`config.mk`:
```
export PLATFORM = sky130hd
export DESIGN_NAME = psum_accum
export DESIGN_NICKNAME = d
export VERILOG_FILES = /design/src/rtl/snn_pkg.sv /design/src/rtl/psum_lane_bank.sv /design/src/rtl/psum_accum.sv
export SDC_FILE = /design/constraint.sdc
export NUM_CORES = 1
export LEC_CHECK = 0
export ABC_AREA = 1
export CAP_MARGIN = 25
export CORE_MARGIN = 2
export CORE_UTILIZATION = 61
export CTS_CLUSTER_SIZE = 20
export DETAILED_ROUTE_END_ITERATION = 10
export PLACE_DENSITY_LB_ADDON = 0.12
export SLEW_MARGIN = 20
export SYNTH_ARGS = -nofsm -noshare
export SYNTH_HDL_FRONTEND = slang
export SYNTH_SLANG_ARGS = --single-unit
```
`constraint.sdc`:
```
create_clock -name clk -period 6.5 [get_ports clk]
set_input_delay 1.3 -clock clk [delete_from_list [all_inputs] [get_ports clk]]
set_output_delay 1.3 -clock clk [all_outputs]
set_load 0.005 [all_outputs]
```
`src/rtl/snn_pkg.sv`:
```
// Shared definitions for the spiking-network datapath: widths, packet field
// positions and the result packet pack/unpack helpers.
package snn_pkg;

    localparam int WIDTH_DATA = 13;
    localparam int WIDTH_PKT  = 32;
    localparam int DEPTH_R    = 21;

    localparam int ROW_LSB  = 16;
    localparam int ROW_MSB  = 20;
    localparam int DATA_MSB = 12;
    localparam int ROW_W    = ROW_MSB - ROW_LSB + 1;

    // Result layout: {11'd0, row, 3'd0, data}
    function automatic logic [WIDTH_PKT-1:0] pack_result(input logic [ROW_W-1:0]      row,
                                                         input logic [WIDTH_DATA-1:0] data);
        logic [WIDTH_PKT-1:0] pkt;
        pkt = '0;
        pkt[ROW_MSB:ROW_LSB] = row;
        pkt[DATA_MSB:0]      = data;
        return pkt;
    endfunction

    function automatic logic [ROW_W-1:0] unpack_row(input logic [WIDTH_PKT-1:0] pkt);
        return pkt[ROW_MSB:ROW_LSB];
    endfunction

    function automatic logic [WIDTH_DATA-1:0] unpack_data(input logic [WIDTH_PKT-1:0] pkt);
        return pkt[DATA_MSB:0];
    endfunction

endpackage

```
`src/rtl/psum_lane_bank.sv`:
```
// Per-row accumulator, term counter and column counter with a single
// read-modify-write port. Build with PSUM_SAT_EN to clamp sums instead of wrapping.
module psum_lane_bank
    import snn_pkg::*;
#(
    parameter int NUM_TERMS = 3
) (
    input  logic                  clk,
    input  logic                  reset,
    input  logic                  en,
    input  logic [ROW_W-1:0]      row,
    input  logic [WIDTH_DATA-1:0] psum,
    input  logic                  frame_clr,
    output logic                  last,
    output logic [WIDTH_DATA-1:0] sum,
    output logic                  col_full,
    output logic                  sat_ovf
);

    localparam int TERM_W = 5;
    localparam logic [TERM_W-1:0] LAST_TERM = TERM_W'(NUM_TERMS - 1);
    localparam logic [ROW_W-1:0]  LAST_COL  = ROW_W'(DEPTH_R - 1);

    logic [WIDTH_DATA-1:0] acc_q  [DEPTH_R];
    logic [TERM_W-1:0]     term_q [DEPTH_R];
    logic [ROW_W-1:0]      col_q  [DEPTH_R];

`ifdef PSUM_SAT_EN
    logic [WIDTH_DATA:0] wide;
`endif

    always_comb begin
        last     = (term_q[row] == LAST_TERM);
        col_full = (col_q[row] == LAST_COL);
`ifdef PSUM_SAT_EN
        wide    = {1'b0, acc_q[row]} + {1'b0, psum};
        sat_ovf = wide[WIDTH_DATA];
        sum     = wide[WIDTH_DATA] ? '1 : wide[WIDTH_DATA-1:0];
`else
        sat_ovf = 1'b0;
        sum     = acc_q[row] + psum;
`endif
    end

    // The row update is written after the frame clear so a same-cycle update wins for its row
    always_ff @(posedge clk) begin
        if (reset) begin
            for (int i = 0; i < DEPTH_R; i++) begin
                acc_q[i]  <= '0;
                term_q[i] <= '0;
                col_q[i]  <= '0;
            end
        end else begin
            if (frame_clr) begin
                for (int i = 0; i < DEPTH_R; i++) begin
                    col_q[i] <= '0;
                end
            end
            if (en) begin
                if (last) begin
                    acc_q[row]  <= '0;
                    term_q[row] <= '0;
                    col_q[row]  <= col_full ? '0 : col_q[row] + ROW_W'(1);
                end else begin
                    acc_q[row]  <= sum;
                    term_q[row] <= term_q[row] + TERM_W'(1);
                end
            end
        end
    end

endmodule

```
`src/rtl/psum_accum.sv`:
```
// Partial-sum accumulator: sums NUM_TERMS contributions per output neuron and
// emits result packets with frame tracking. Optional macro: PSUM_SAT_EN.
module psum_accum
    import snn_pkg::*;
#(
    parameter int NUM_TERMS = 3
) (
    input  logic                 clk,
    input  logic                 reset,
    input  logic [WIDTH_PKT-1:0] in_pkt,
    input  logic                 in_valid,
    output logic                 in_ready,
    output logic [WIDTH_PKT-1:0] out_pkt,
    output logic                 out_valid,
    input  logic                 out_ready,
    output logic                 frame_done,
    output logic                 err
);

    localparam int FRAME_LEN = DEPTH_R * DEPTH_R;
    localparam int CNT_W     = $clog2(FRAME_LEN);
    localparam logic [CNT_W-1:0] LAST_OUT = CNT_W'(FRAME_LEN - 1);

    logic [ROW_W-1:0]      row;
    logic [ROW_W-1:0]      lane_row;
    logic [WIDTH_DATA-1:0] psum;
    logic                  row_ok;
    logic                  accept;
    logic                  handoff;
    logic                  upd;
    logic                  complete;
    logic                  frame_end;
    logic                  lane_err;
    logic                  last;
    logic                  col_full;
    logic                  sat_ovf;
    logic [WIDTH_DATA-1:0] sum;
    logic [CNT_W-1:0]      out_cnt;
    logic                  unused_pkt_bits;

    assign row             = in_pkt[ROW_MSB:ROW_LSB];
    assign psum            = in_pkt[DATA_MSB:0];
    assign unused_pkt_bits = ^{in_pkt[WIDTH_PKT-1:ROW_MSB+1], in_pkt[ROW_LSB-1:DATA_MSB+1]};

    assign in_ready  = !out_valid || out_ready;
    assign accept    = in_valid && in_ready;
    assign handoff   = out_valid && out_ready;
    assign row_ok    = (row < ROW_W'(DEPTH_R));
    assign lane_row  = row_ok ? row : '0;
    assign upd       = accept && row_ok;
    assign complete  = upd && last;
    assign frame_end = handoff && (out_cnt == LAST_OUT);
    assign lane_err  = upd && (sat_ovf || (last && col_full));

    psum_lane_bank #(
        .NUM_TERMS (NUM_TERMS)
    ) u_bank (
        .clk       (clk),
        .reset     (reset),
        .en        (upd),
        .row       (lane_row),
        .psum      (psum),
        .frame_clr (frame_end),
        .last      (last),
        .sum       (sum),
        .col_full  (col_full),
        .sat_ovf   (sat_ovf)
    );

    // A new result overwrites the register in the same cycle as a hand-off, so no bubble
    always_ff @(posedge clk) begin
        if (reset) begin
            out_valid  <= 1'b0;
            out_pkt    <= '0;
            frame_done <= 1'b0;
            err        <= 1'b0;
            out_cnt    <= '0;
        end else begin
            if (complete) begin
                out_pkt   <= pack_result(row, sum);
                out_valid <= 1'b1;
            end else if (handoff) begin
                out_valid <= 1'b0;
            end
            if (handoff) begin
                out_cnt <= frame_end ? '0 : out_cnt + CNT_W'(1);
            end
            frame_done <= frame_end;
            if ((accept && !row_ok) || lane_err) begin
                err <= 1'b1;
            end
        end
    end

endmodule

```
# After elaboration in Yosys (flattened, before gate mapping)
# Memory sizes are Yosys's and may differ from the RTL's.
# Index checks and enable logic that the tools add are counted.
op_classes:
  bitwise: 23
  n_reduce_logical: 15
  n_eq_ne: 3
  n_mux: 47
  add_sub_neg: 4
  magnitude_cmp: 1
ops:
  columns: ["op", "n"]
  rows:
  - ["5-bit 2-to-1 mux", 27]
  - ["13-bit 2-to-1 mux", 2]
  - ["1-bit bitwise OR", 23]
  - ["1-bit 2-to-1 mux", 17]
  - ["13-bit adder", 1]
  - ["13-bit OR reduction", 1]
  - ["5-bit by 1-bit adder with 5-bit output (second input constant)", 2]
  - ["9-bit by 1-bit adder with 9-bit output (second input constant)", 1]
  - ["9-bit == test (second input constant)", 1]
  - ["9-bit 2-to-1 mux", 1]
  - ["1-bit logical AND", 8]
  - ["5-bit by 2-bit == test with 1-bit output (second input constant)", 1]
  - ["5-bit == test (second input constant)", 1]
  - ["5-bit < comparator (second input constant)", 1]
  - ["5-bit OR reduction", 1]
  - ["1-bit zero test", 2]
  - ["1-bit logical OR", 2]
  - ["2-bit nonzero test", 1]
totals:
  ram_bits: 483
  ff_bits: 30
  output_inout_bits: 36
  inputBits: 36
  n_memories: 3
memory_table:
  columns: ["memory", "depth", "width", "read_ports", "rd_ports_with_merged_regs", "wr", "line", "rtl"]
  rows:
  - ["u_bank.acc_q", 21, 13, 1, 0, 21, "psum_lane_bank.sv:24", "logic [WIDTH_DATA-1:0] acc_q [DEPTH_R];"]
  - ["u_bank.col_q", 21, 5, 1, 0, 22, "psum_lane_bank.sv:26", "logic [ROW_W-1:0] col_q [DEPTH_R];"]
  - ["u_bank.term_q", 21, 5, 1, 0, 21, "psum_lane_bank.sv:25", "logic [TERM_W-1:0] term_q [DEPTH_R];"]

# Logic depth before layout (Yosys ltp)
# Gate-level depths: netlist (run 1).
# An unclocked memory read counts as a cell.
logic_depth:
  ltp_word: 11
  ltp_mapped: 32

# By module
# A second synthesis (run 1) with hierarchy kept.
hier_totals:
  cells_unflattened: 3231
  hier_area_um2: 33865.0
modules_own_cells:
  columns: ["mod", "n_inst", "area_per_inst_um2", "cells_each", "seq_area_each_um2"]
  rows:
  - ["psum_lane_bank", 1, 32179.6, 2968, 22101.2]
  - ["psum_accum", 1, 1685.4, 263, 600.6]

# Worst setup path before layout (run 1)
# OpenSTA, ideal clock, no wires.
synth_timing:
  kind: "in2reg"
  start: "in in_pkt[20]"
  end: "mem u_bank.acc_q[21][12] (data pin)"
  slack_ps: 1107
  path_stages: 25
  arrival_time_ps: 5133
  setup_time_ps: 261
  path_cell_list: "buf_2 -> inv_1 -> a21o_1 -> nand3_1 -> nor2_2 -> buf_2 -> inv_1 -> buf_2 -> buf_1 -> clkbuf_1 -> o22ai_1 -> o22ai_1 -> o21ai_0 -> o21ai_0 -> ha_1 -> inv_1 -> fa_1 -> o21ai_0 -> nand4_1 -> o2111ai_1 -> xor2_1 -> nand3_1 -> nand3_1 -> buf_2 -> inv_1"
synth_rtl:
  columns: ["item", "line", "rtl"]
  rows:
  - ["from (decl)", "psum_accum.sv:10", "input logic [WIDTH_PKT-1:0] in_pkt,"]
  - ["to (decl)", "psum_lane_bank.sv:24", null]

==> results summary, run 1 <==
The capturing point of the worst reg2reg path is u_bank.acc_q[0][10]$_SDFFCE_PN0P_. The worst hold path belongs to the class reg2reg. Max-cap violations in this run came to 0. The power density over cell area is 294.3 nW/um^2. Once the clock tree was built, the setup fixing pass inserted 0 buffers.

The post-route DRC violation count came out at 0. The average instance in the mapped netlist occupies 10.41 um^2. The total track usage came out at 0.3243. The residual antenna-violating net count after detailed routing came out at 0. The critical path starts at in_pkt[17]. The flow ran to the end, and the final reports show no timing, DRC or antenna violations. The final sum of negative setup slack is 0 ns. The root cell of the clock tree is sky130_fd_sc_hd__clkbuf_16.

The total count of hold-check failures in the final report came out at 0. Of the total power, registers draw 0.498. Of the post-synthesis cell area, the dominant cell type holds 0.6369. The share of the Yosys chip area taken by registers is 0.6590.

The achievable frequency came out at 0.1697 GHz. The slew at the pin closest to its max-slew limit is 1.072 ns. The share of async-settable or async-resettable flops after synthesis is 0. The die covers 46230 um^2. The fraction of power consumed by the clock network is 0.386.

The count of flip-flops with a built-in enable after synthesis came out at 576. For this block, the routed nets add up to 74710 um of wire. The total placed cells including tap cells came out at 3262.

The clock network latency to the later pin of the worst-skew pair is 0.64 ns. The placeable core region is 44120 um^2. Measured against its own limit, the worst slew margin works out to 0.2836. The data arrival time at the worst-slack endpoint is 6.38 ns.

The final non-filler cell total is 3381. The number of global-route vias before repair is 19780. By instance count, the leading cell after synthesis is sky130_fd_sc_hd__nor2_1.

The final number of max-transition violations was 0. The violation count after the first detailed-route iteration came out at 2403. The unique cell type count in the Yosys netlist is 42. The proportion of layout cells with a drive suffix above 1 is 0.09143. The detailed-placement wirelength estimate came out at 46680 um.

The critical path in this run is classified as in2reg. After detailed routing, the average wire length per cell comes to 22.10 um. The cell leakage power came out at 11.65 nW. The cell count after synthesis is 2608. The H-tree depth came out at 2. Entering global routing, the biggest net connects 60 pins. The count of vias placed by the detailed router came out at 20190. The maximum VDD drop came out at 0.0002720 V. The mean number of vias per cell came out at 5.970. The relative contribution of combinational cells to total power came out at 0.116. After clock tree synthesis, the clock-pin slew on the worst setup and hold paths is 0.06 ns.

The worst path in the final design needs a cycle of 5.894 ns, including I/O delays and setup. The chip width is 215 um. The wire length of the first global-routing pass came out at 113400 um. The internal power came out at 6.736 mW. TritonCTS built the clock tree. The floorplan has 77 rows.

The maximum fanout encountered on the critical timing path is 22. Hold repair after CTS inserted 0 buffers. The switching share of total power came out at 0.2557. The net switching power figure came out at 2.314 mW. Setup repair after global routing left no endpoint under its margin. The most used flip-flop cell after synthesis is sky130_fd_sc_hd__edfxtp_1. The number of synthesized register bits came out at 606. In the finished design, the share of the clock period the worst path needs comes to 0.9068. The I/O pin total is 72. The area growth from synthesis to final layout came out at 13.26%.

The most critical setup path has its endpoint at u_bank.acc_q[0][10]$_SDFFCE_PN0P_. In this run the critical register-to-register path is launched from u_bank.acc_q[4][0]$_SDFFCE_PN0P_. After synthesis the cells add up to 27160 um^2. Setup violations remaining at the end of the flow were counted as 0. The net count of the finished layout is 2792. The initial cell density of the core is 0.6155. The clock drives 606 sinks. The number of cells upsized or downsized after cts came out at 0. During synthesis, Yosys emitted a total of 0 warnings.

Counting instances in the post-synthesis netlist gives the leading cell types as 642 x sky130_fd_sc_hd__nor2_1, 576 x sky130_fd_sc_hd__edfxtp_1, 455 x sky130_fd_sc_hd__nand2_1. The sort of element at the start of the critical path is an input pin. The total overflow reported by the global router is 0. The worst-case reg-to-reg path depth came out at 15. The number of buffers on the longest clock path is 3. The number of antenna cells inserted is 0. The reg2reg setup slack came out at 2.79 ns. Between clock sinks in the finished design, the worst skew comes to 0.02214 ns. The number of antenna violations at the first check in global routing is 0.

The count of buffers from port buffering came out at 43. The placer congestion estimate is 0.8787. The data required time at the worst endpoint came out at 6.99 ns. STA classifies the critical path endpoint as a flop. The first TritonRoute pass finished after 6 iterations. Sorting the synthesized cells by area gives the leading types as sky130_fd_sc_hd__edfxtp_1 64%, sky130_fd_sc_hd__nor2_1 8.9%, sky130_fd_sc_hd__nand2_1 6.3%. Counting the buffers created by CTS gives 61. The height of the die is 215 um.

The largest total area in the synthesized netlist belongs to sky130_fd_sc_hd__edfxtp_1.
registers in the layout, indices dropped and copies added (netlist names):
register       flops
u_bank.term_q    120
frame_done         1
u_bank.acc_q     336
out_pkt           18
err                1
out_valid          1
out_cnt            9
u_bank.col_q     120
metal layers:
layer	up-vias	GRT usage	part of all wire
li1	9086	-	-
met1	9658	0.4058	0.37
met2	1195	0.5348	0.48
met3	246	0.06837	0.10
met4	0	0.1720	0.055
met5	-	0	0
critical path, stage by stage:
cell and delay (ns):
sky130_fd_sc_hd__clkdlybuf4s50_1 0.52, sky130_fd_sc_hd__inv_4 0.13, sky130_fd_sc_hd__nand2_2 0.06, sky130_fd_sc_hd__nand2_1 0.07
sky130_fd_sc_hd__nand2_1 0.12, sky130_fd_sc_hd__nand2_2 0.23, sky130_fd_sc_hd__nand2_1 0.19, sky130_fd_sc_hd__inv_2 0.41
sky130_fd_sc_hd__o221ai_1 0.23, sky130_fd_sc_hd__o221ai_1 0.38, sky130_fd_sc_hd__nand3_1 0.16, sky130_fd_sc_hd__o21ai_0 0.22
sky130_fd_sc_hd__ha_1 0.21, sky130_fd_sc_hd__inv_1 0.07, sky130_fd_sc_hd__fa_1 0.42, sky130_fd_sc_hd__o21ai_0 0.33
sky130_fd_sc_hd__buf_4 0.19, sky130_fd_sc_hd__a31oi_1 0.11, sky130_fd_sc_hd__o21ai_0 0.21, sky130_fd_sc_hd__xor2_1 0.32
sky130_fd_sc_hd__nand2_2 0.12, sky130_fd_sc_hd__buf_12 0.21, sky130_fd_sc_hd__nor2_1 0.12
cell usage in the layout (no fill, tap or decap), types with 30 or more instances in the layout:
cell type                           n
sky130_fd_sc_hd__buf_4             89
sky130_fd_sc_hd__o21ai_0           89
sky130_fd_sc_hd__dfxtp_1           30
sky130_fd_sc_hd__inv_1            121
sky130_fd_sc_hd__edfxtp_1         576
sky130_fd_sc_hd__nand2_1          453
sky130_fd_sc_hd__clkbuf_16         62
sky130_fd_sc_hd__nand4_1           31
sky130_fd_sc_hd__clkdlybuf4s50_1   43
sky130_fd_sc_hd__nand3_1           96
sky130_fd_sc_hd__nor2_1           640
sky130_fd_sc_hd__a21oi_1           48
sky130_fd_sc_hd__o22ai_1          120
sky130_fd_sc_hd__conb_1           107
sky130_fd_sc_hd__clkinv_1          38
sky130_fd_sc_hd__o221ai_1          49
how the worst min path moves through the flow:
| stage | startpoint | depth (start not counted) | to | slack (ns) |
|---|---|---|---|---|
| after CTS | out_cnt[8]$_SDFFE_PP0P_ | 1 | out_cnt[8]$_SDFFE_PP0P_ | 0.48 |
| after floorplan | out_cnt[8]$_SDFFE_PP0P_ | 1 | out_cnt[8]$_SDFFE_PP0P_ | 0.42 |
| after global routing | out_cnt[8]$_SDFFE_PP0P_ | 1 | out_cnt[8]$_SDFFE_PP0P_ | 0.50 |
| after detailed placement | out_cnt[8]$_SDFFE_PP0P_ | 1 | out_cnt[8]$_SDFFE_PP0P_ | 0.47 |
| after global placement | out_cnt[8]$_SDFFE_PP0P_ | 1 | out_cnt[8]$_SDFFE_PP0P_ | 0.46 |
| final | out_cnt[8]$_SDFFE_PP0P_ | 1 | out_cnt[8]$_SDFFE_PP0P_ | 0.48 |
power groups by stage:
| stage | clock network [mW] | registers (mW) | logic (mW) |
|---|---|---|---|
| final | 3.49 | 4.51 | 1.05 |
| after global routing | 3.65 | 4.52 | 1.12 |
| after CTS | 3.51 | 4.51 | 1.02 |
| after detailed placement | 0 | 4.59 | 1.01 |
| after global placement | 0 | 4.58 | 0.994 |
| after floorplan | 0 | 4.57 | 0.657 |
per-stage QoR:
step / total power [mW] / util / area [um^2] / setup slack (ns) / hold WS [ns]
after global routing: 9.300 / 0.6970 / 30760 / 0.4189 / 0.5043
final: 9.050 / 0.6970 / 30760 / 0.6061 / 0.4764
after floorplan: 5.231 / - / 27560 / 1.107 / 0.4224
after detailed placement: 5.606 / 0.6503 / 28700 / 0.1381 / 0.4678
after global placement: 5.579 / 0.6484 / 28610 / 0.1853 / 0.4555
after CTS: 9.041 / 0.6954 / 30680 / 0.7630 / 0.4759
layout make-up:
type	instances	area, um^2
inverter	161	606.8
clock inverter	49	421.7
clock buffer	66	1567
multi-input combinational	1756	8048
timing repair buffer	151	1476
tap	592	740.7
sequential	606	17900
fill	3263	13370
cells by family (layout without fill, tap and decap cells):
family / after synthesis / after routing / share of synthesized area
simple gates: 1279 / 1279 / 0.1901
xor+xnor: 12 / 12 / 0.003870
buf+inv: 352 / 427 / 0.06063
fa+ha+maj: 19 / 19 / 0.009030
other cells: 1 / 107 / 0.0001381
compound gates: 339 / 339 / 0.07722
flops: 606 / 606 / 0.6590
No activity file was read; power rests on OpenSTA's default activity.
==> run 2: changes to the inputs <==
--- a/config.mk
+++ b/config.mk
@@ -8,7 +8,7 @@
 export ABC_AREA = 1
 export CAP_MARGIN = 25
 export CORE_MARGIN = 2
-export CORE_UTILIZATION = 61
+export CORE_UTILIZATION = 65
 export CTS_CLUSTER_SIZE = 20
 export DETAILED_ROUTE_END_ITERATION = 10
 export PLACE_DENSITY_LB_ADDON = 0.12
==> constraint.sdc (replaced) <==
create_clock -name clk -period 7.6 [get_ports clk]
set_input_delay 1.52 -clock clk [delete_from_list [all_inputs] [get_ports clk]]
set_output_delay 1.52 -clock clk [all_outputs]
set_load 0.005 [all_outputs]
==> run 2 against run 1 <==
Effect of this change: register-to-register slack better by 0.74 ns; design area is 2.8% lower; combinational power shrank 19%; flip-flop and latch count did not move; global-route usage is 1.3 points higher; sequential share of layout area grew 1.6 points; hold slack hardly changed; critical endpoint is now u_bank.acc_q[31][11]$_DFFE_PP_; largest power group unchanged; highest routed layer unchanged.
==> results summary, run 2 (same netlist as run 1, synthesis figures left out) <==
The worst clock skew is 0.02291 ns (was 0.02214 ns). Unrepaired setup endpoints after global routing: false (unchanged). The placeable core region is 41020 um^2 (was 44120 um^2). The net count of the finished layout is 2747 (was 2792). The I/O pin total came out at 72 (unchanged). The mean number of vias per cell is 6.144 (was 5.970). The critical path class was in2reg (unchanged). The largest net degree at the start of global routing is 60 (unchanged). The post-route cell area is 29910 um^2 (was 30760 um^2). Result of the run: completed (unchanged). The cell leakage power was 11.23 nW (was 11.65 nW).

The count of buffers from port buffering came out at 43 (unchanged). The number of cells upsized or downsized after cts is 0 (unchanged). The initial cell density of the core came out at 0.6621 (was 0.6155). The CTS buffer count is 59 (was 61). The slew at the pin closest to its max-slew limit was 1.113 ns (was 1.072 ns). The final number of max-transition violations came out at 0 (unchanged).

The count of buffers added by post-CTS timing repair for setup is 0 (unchanged). The flip-flop count of the largest register, all copies and words added is 336 (unchanged). Dividing the final minimum period by the clock period gives 0.8933. The post-route DRC violation count is 0 (unchanged). The residual antenna-violating net count after detailed routing came to 0 (unchanged). The area growth from synthesis to final layout is 10.14% (was 13.26%).

The chip width is 208.4 um (was 215 um). The class of the worst hold path was reg2reg (unchanged). The violation count after the first detailed-route iteration is 2765 (was 2403). The data arrival time at the worst-slack endpoint came out at 7.13 ns (was 6.38 ns). The total track usage is 0.3376 (was 0.3243). The height of the die came out at 208.4 um (was 215 um).

The number of violations of the max-capacitance limit is 0 (unchanged). The data required time at the worst endpoint is 7.95 ns (was 6.99 ns). The final wirelength came out at 72680 um (was 74710 um).

The maximum fanout encountered on the critical timing path came to 48 (was 22). The H-tree depth came out at 2 (unchanged). The TritonCTS clock tree is done (unchanged).

The register ranked first by flip-flop count is u_bank.acc_q (unchanged). The number of antenna violations at the first check in global routing came out at 0 (unchanged). The maximum VDD drop came out at 0.0002051 V (was 0.0002720 V).

The achievable frequency is 0.1473 GHz. The number of global-route vias before repair is 19870 (was 19780). The number of iterations in the first detailed-routing pass came out at 7 (was 6). Commonest cells after routing, fill and taps aside: 640 x sky130_fd_sc_hd__nor2_1, 576 x sky130_fd_sc_hd__edfxtp_1, 451 x sky130_fd_sc_hd__nand2_1 (was 640 x sky130_fd_sc_hd__nor2_1, 576 x sky130_fd_sc_hd__edfxtp_1, 453 x sky130_fd_sc_hd__nand2_1).

The wire length of the first global-routing pass came to 110400 um (was 113400 um). The detail-routed net length per standard cell came out at 22.23 um (was 22.10 um). The leading cell type in the layout, fill and taps excluded is sky130_fd_sc_hd__nor2_1 (unchanged). The final sum of negative setup slack is 0 ns (unchanged). The total count of hold-check failures in the final report came out at 0 (unchanged). The number of antenna cells inserted is 0 (unchanged).

The count of vias placed by the detailed router came out at 20090 (was 20190). The final core utilization came to 0.7292 (was 0.6970). The overall power came out at 7.387 mW (was 9.050 mW).

The number of setup violations in the final report is 0 (unchanged). The placer congestion estimate is 0.9126 (was 0.8787). The detailed-placement wirelength estimate came out at 45840 um (was 46680 um). The worst max-slew margin expressed relative to the limit came to 0.2534 (was 0.2836). The clock network latency to the later pin of the worst-skew pair was 0.64 ns (about the same). The number of sinks on the clock net was 606 (unchanged). The sort of element at the start of the critical path is an input pin (unchanged). The total overflow reported by the global router came out at 0 (unchanged). The number of buffers on the longest clock path is 3 (unchanged).

The proportion of layout cells with a drive suffix above 1 is 0.07052 (was 0.09143). Largest registers ranked by flip-flop count: u_bank.acc_q (336), u_bank.col_q (120), u_bank.term_q (120) (unchanged). The worst hold slack after final layout came out at 0.4765 ns (was 0.4764 ns). The die area is 43430 um^2 (was 46230 um^2).

The number of standard-cell rows in the floorplan is 74 (was 77). The total cell area at the placement stage is 28180 um^2 (was 28700 um^2). The endpoint kind of the worst setup timing path is a flop (unchanged). The root cell of the clock tree is sky130_fd_sc_hd__clkbuf_16 (unchanged). The clock slew seen by the registers of the worst setup and hold paths is 0.06 ns (about the same). The number of buffers added to fix hold violations after cts came out at 0 (unchanged). The power density over cell area came out at 247.0 nW/um^2 (was 294.3 nW/um^2). The final critical delay including setup and external delays is 6.789 ns.
==> run 2: cell types whose count changed in the layout (fill, tap and decap cells not counted), sizes merged <==
cell / delta
buf: -43
clkinv: -18
clkbuf: +15
bufinv: -6
==> run 2: cell type report <==
cell class                      instances  area (um^2)
Tap cell                              532        665.6
Sequential cell                       606        17900
Clock buffer                           81         1580
Multi-Input combinational cell       1756         8048
Timing Repair Buffer                  108        978.4
Inverter                              161        606.8
Clock inverter                         25        133.9
Fill cell                            2935        11110
==> run 2: final timing paths <==
path         slack (ns)                        startpoint  depth (start not counted)                        endpoint
min reg2reg        0.48           out_pkt[6]$_SDFFE_PP0N_                          2         out_pkt[6]$_SDFFE_PP0N_
min                0.48           out_pkt[6]$_SDFFE_PP0N_                          2         out_pkt[6]$_SDFFE_PP0N_
max                0.81                        in_pkt[18]                         23  u_bank.acc_q[31][11]$_DFFE_PP_
max reg2reg        3.53  u_bank.acc_q[5][6]$_SDFFCE_PN0P_                         17  u_bank.acc_q[31][11]$_DFFE_PP_
==> run 2: worst max-delay path, cell delays in order <==
cell                              delay, ns
sky130_fd_sc_hd__clkdlybuf4s50_1       0.72
sky130_fd_sc_hd__nand2_1               0.14
sky130_fd_sc_hd__nand2_1               0.15
sky130_fd_sc_hd__nand2_2               0.22
sky130_fd_sc_hd__buf_4                 0.25
sky130_fd_sc_hd__nand2_4               0.55
sky130_fd_sc_hd__o221ai_1              0.25
sky130_fd_sc_hd__o221ai_1              0.54
sky130_fd_sc_hd__nand3_1               0.24
sky130_fd_sc_hd__o21ai_0               0.35
sky130_fd_sc_hd__ha_1                  0.35
sky130_fd_sc_hd__a21oi_1               0.14
sky130_fd_sc_hd__o21ai_0               0.09
sky130_fd_sc_hd__a21oi_1               0.22
sky130_fd_sc_hd__o21ai_0               0.18
sky130_fd_sc_hd__nand2_1               0.09
sky130_fd_sc_hd__nand2_1               0.05
sky130_fd_sc_hd__nand2_1               0.05
sky130_fd_sc_hd__nand2_1               0.06
sky130_fd_sc_hd__xor2_1                0.25
sky130_fd_sc_hd__inv_1                 0.09
sky130_fd_sc_hd__nand2_2               0.40
sky130_fd_sc_hd__inv_2                 0.17
==> run 2: through the flow <==
stage,instances,setup slack [ns]
after floorplan,2714,1.987
after global placement,3160,0.3943
after detailed placement,3162,0.3555
after CTS,3268,1.011
after global routing,3269,0.5141
final,3269,0.8112
==> run 2: power breakdown <==
| group | internal (mW) | switching (mW) |
|---|---|---|
| Combinational | 0.220 | 0.628 |
| Sequential | 3.82 | 0.0436 |
| Clock | 1.45 | 1.23 |
==> run 2: per-layer routing <==
layer,vias up,GRT usage,wire length [um]
li1,8996,-,-
met1,9535,0.4194,25680
met2,1265,0.5555,34810
met3,289,0.06083,7480
met4,0,0.2076,4710
met5,-,0,0
==> RTL edit, RTL diff (flow settings as in run 1) <==
The option `PSUM_SAT_EN` is turned on by a define.
--- a/src/rtl/psum_lane_bank.sv
+++ b/src/rtl/psum_lane_bank.sv
@@ -1,4 +1,6 @@
 // Per-row accumulator, term counter and column counter with a single
 // read-modify-write port. Build with PSUM_SAT_EN to clamp sums instead of wrapping.
+`define PSUM_SAT_EN
+
 module psum_lane_bank
     import snn_pkg::*;
Function: not settled (the Yosys comparison gave no result); the edit may change what the design does.
==> RTL edit against run 1 <==
Final area down 5.5%. Sequential cell count down 24. Total power down 4.3%. Routed wire length down 7.9%. Via count down 7.1%. The run now ends with design-rule violations left. Worst setup slack better by 0.11 ns. Critical path depth up 4. Area after synthesis down 5.6%.
==> RTL edit: results (changes against run 1) <==
hpwl dp - 43.4 mm (-7.1%)
number of antenna violations at the first check in global routing - 0 (unchanged)
Area contributors post-synth - sky130_fd_sc_hd__edfxtp_1 (65%), sky130_fd_sc_hd__nor2_1 (8.8%), sky130_fd_sc_hd__nand2_1 (5.1%)
Critical Path Fanout Max - 22 (unchanged)
first-pass GRT wire length - 104 mm (-7.9%)
result of the run - finished with violations
Starting DRT DRC Count - 2202 (-8.4%)
vias per std cell - 6.02 (+0.88%)
maximum number of pins on one net before global-route repair - 60 (unchanged)
leakage power figure - 10.8 nW (-7.3%)
number of global-route vias before repair - 18.4k (-6.9%)
largest registers - u_bank.acc_q x312, u_bank.col_q x120, u_bank.term_q x120
gpl congestion - 0.874 (-0.59%)
Post-DP Area - 0.0272 sq mm (-5.3%)
cell with the largest stage delay on the worst path - sky130_fd_sc_hd__clkdlybuf4s50_1
list of most frequent post-synthesis cells - sky130_fd_sc_hd__nor2_1 (604), sky130_fd_sc_hd__edfxtp_1 (552), sky130_fd_sc_hd__nand2_1 (348)
Seq/Total Area, Yosys - 67.0% (+1.1 points)
Sw Ratio - 25.6% (+0.040 points)
fraction of layout instances using a drive strength above 1 - 9.40% (+0.25 points)
number of cells upsized or downsized after cts - 0 (unchanged)
failing checks - design-rule violations
Arr. time, crit path - 6.12 ns (-0.26 ns)
number of buffers created by CTS - 58 (-4.9%)
CTS Root Buffer Type - sky130_fd_sc_hd__clkbuf_16
latest clock arrival within the worst-skew pair - 0.63 ns
Distinct cells, synth - 44 (+4.8%)
count of warnings emitted by yosys - 0 (unchanged)
wirelength, routed - 68.8 mm (-7.9%)
global routing met3 resource utilization - 4.03% (-2.8 points)
Clock Pin Slew Worst Setup and Hold Paths - 0.06 ns (about the same)
pin slew with the least headroom to its limit - 1.07 ns (-0.00243 ns)
First-pass DRT Iterations - 8 (+2)
peak per-stage delay on the critical path - 0.59 ns (+0.07 ns)
Clock group - 3.28 mW (-6.0%)
number of enable flip-flop cells after synthesis - 552 (-4.2%)
met1 layer usage reported by global route - 41.2% (+0.61 points)
# nets final - 2583 (-7.5%)
number of placed cells counting well taps - 3003 (-7.9%)
H-tree depth - 2 (unchanged)
Hold/Removal Path Class - flop to flop
synthesized area per cell - 10.6 sq um (+1.9%)
async set-or-reset flop fraction in the synthesized netlist - 0% (unchanged)
met2 routing resource usage after global routing - 52.7% (-0.76 points)
total track usage - 31.8% (-0.67 points)
clk_skew - 0.0232 ns (+0.00109 ns)
CP top delay family - buffers and inverters
Comb power - 1.05 mW (about the same)
maximum buffer depth of the clock tree - 3 (unchanged)
non-filler instance count after layout - 3114 (-7.9%)
count of antenna diodes in the layout - 0 (unchanged)
Peak VDD IR - 0.244 mV (-10%)
Post-CTS Setup Bufs - 0 (unchanged)
number of remaining DRC errors - 1 (+1)
number of input and output port buffers inserted - 43 (unchanged)
leading register cell type out of synthesis - sky130_fd_sc_hd__edfxtp_1
## RTL edit: changes by cell type after synthesis, sizes merged, moves of 24 or more
cell,run 1,this run
nand2,469,358
buf,135,110
nor2,648,616
nand3,97,66
nor3,5,34
edfxtp,576,552
o22ai,120,171
o221ai,49,0
## RTL edit: worst paths after layout
check	slack (ns)	from	depth (start not counted)	end
worst min-delay path	0.45	err	2	err
worst max register to register	2.71	out_valid	11	u_bank.term_q[8][1]
worst min register to register	0.45	err	2	err
worst max-delay path	0.71	in_pkt[17]	27	u_bank.acc_q[16][11]
## RTL edit: logic make-up (layout without fill, tap and decap cells)
group	Yosys count	after routing	share of synthesized area, %
simple gates	1107	1107	17.4
flops	582	582	67.0
other cells	1	83	0.0146
buf+inv	302	379	5.24
xor+xnor	10	10	0.342
compound gates	393	393	8.92
fa+ha+maj	21	21	1.05
## RTL edit: layer usage
layer	up-vias	share of wire (%)
met2	1077	48
met5	-	0
met1	8967	37
li1	8526	-
met3	184	9.8
met4	0	5.0
## RTL edit: worst min-delay path: cells and delay by family, from the launching register on
| kind | cells | cell delay (ns) |
|---|---|---|
| buffers and inverters | 1 | 0.05 |
| AOI/OAI and AO/OA | 1 | 0.05 |
| DFF | 1 | 0.31 |
## RTL edit: layout make-up
class	count	area (sq um)
Clock buffer	70	1520
Sequential cell	582	17200
Multi-Input combinational cell	1614	7450
Fill cell	3075	12700
Clock inverter	39	335
Inverter	129	489
Tap cell	539	674
Timing Repair Buffer	141	1420
## RTL edit: stage by stage
step	setup WS (ns)	power [mW]	util, %	hold WS [ns]
floorplan	1.24	5.04	-	0.444
global placement	0.307	5.41	65.1	0.450
detailed placement	0.252	5.44	65.1	0.444
CTS	0.869	8.66	69.5	0.453
global route	0.481	8.91	69.6	0.478
finish	0.714	8.67	69.6	0.452
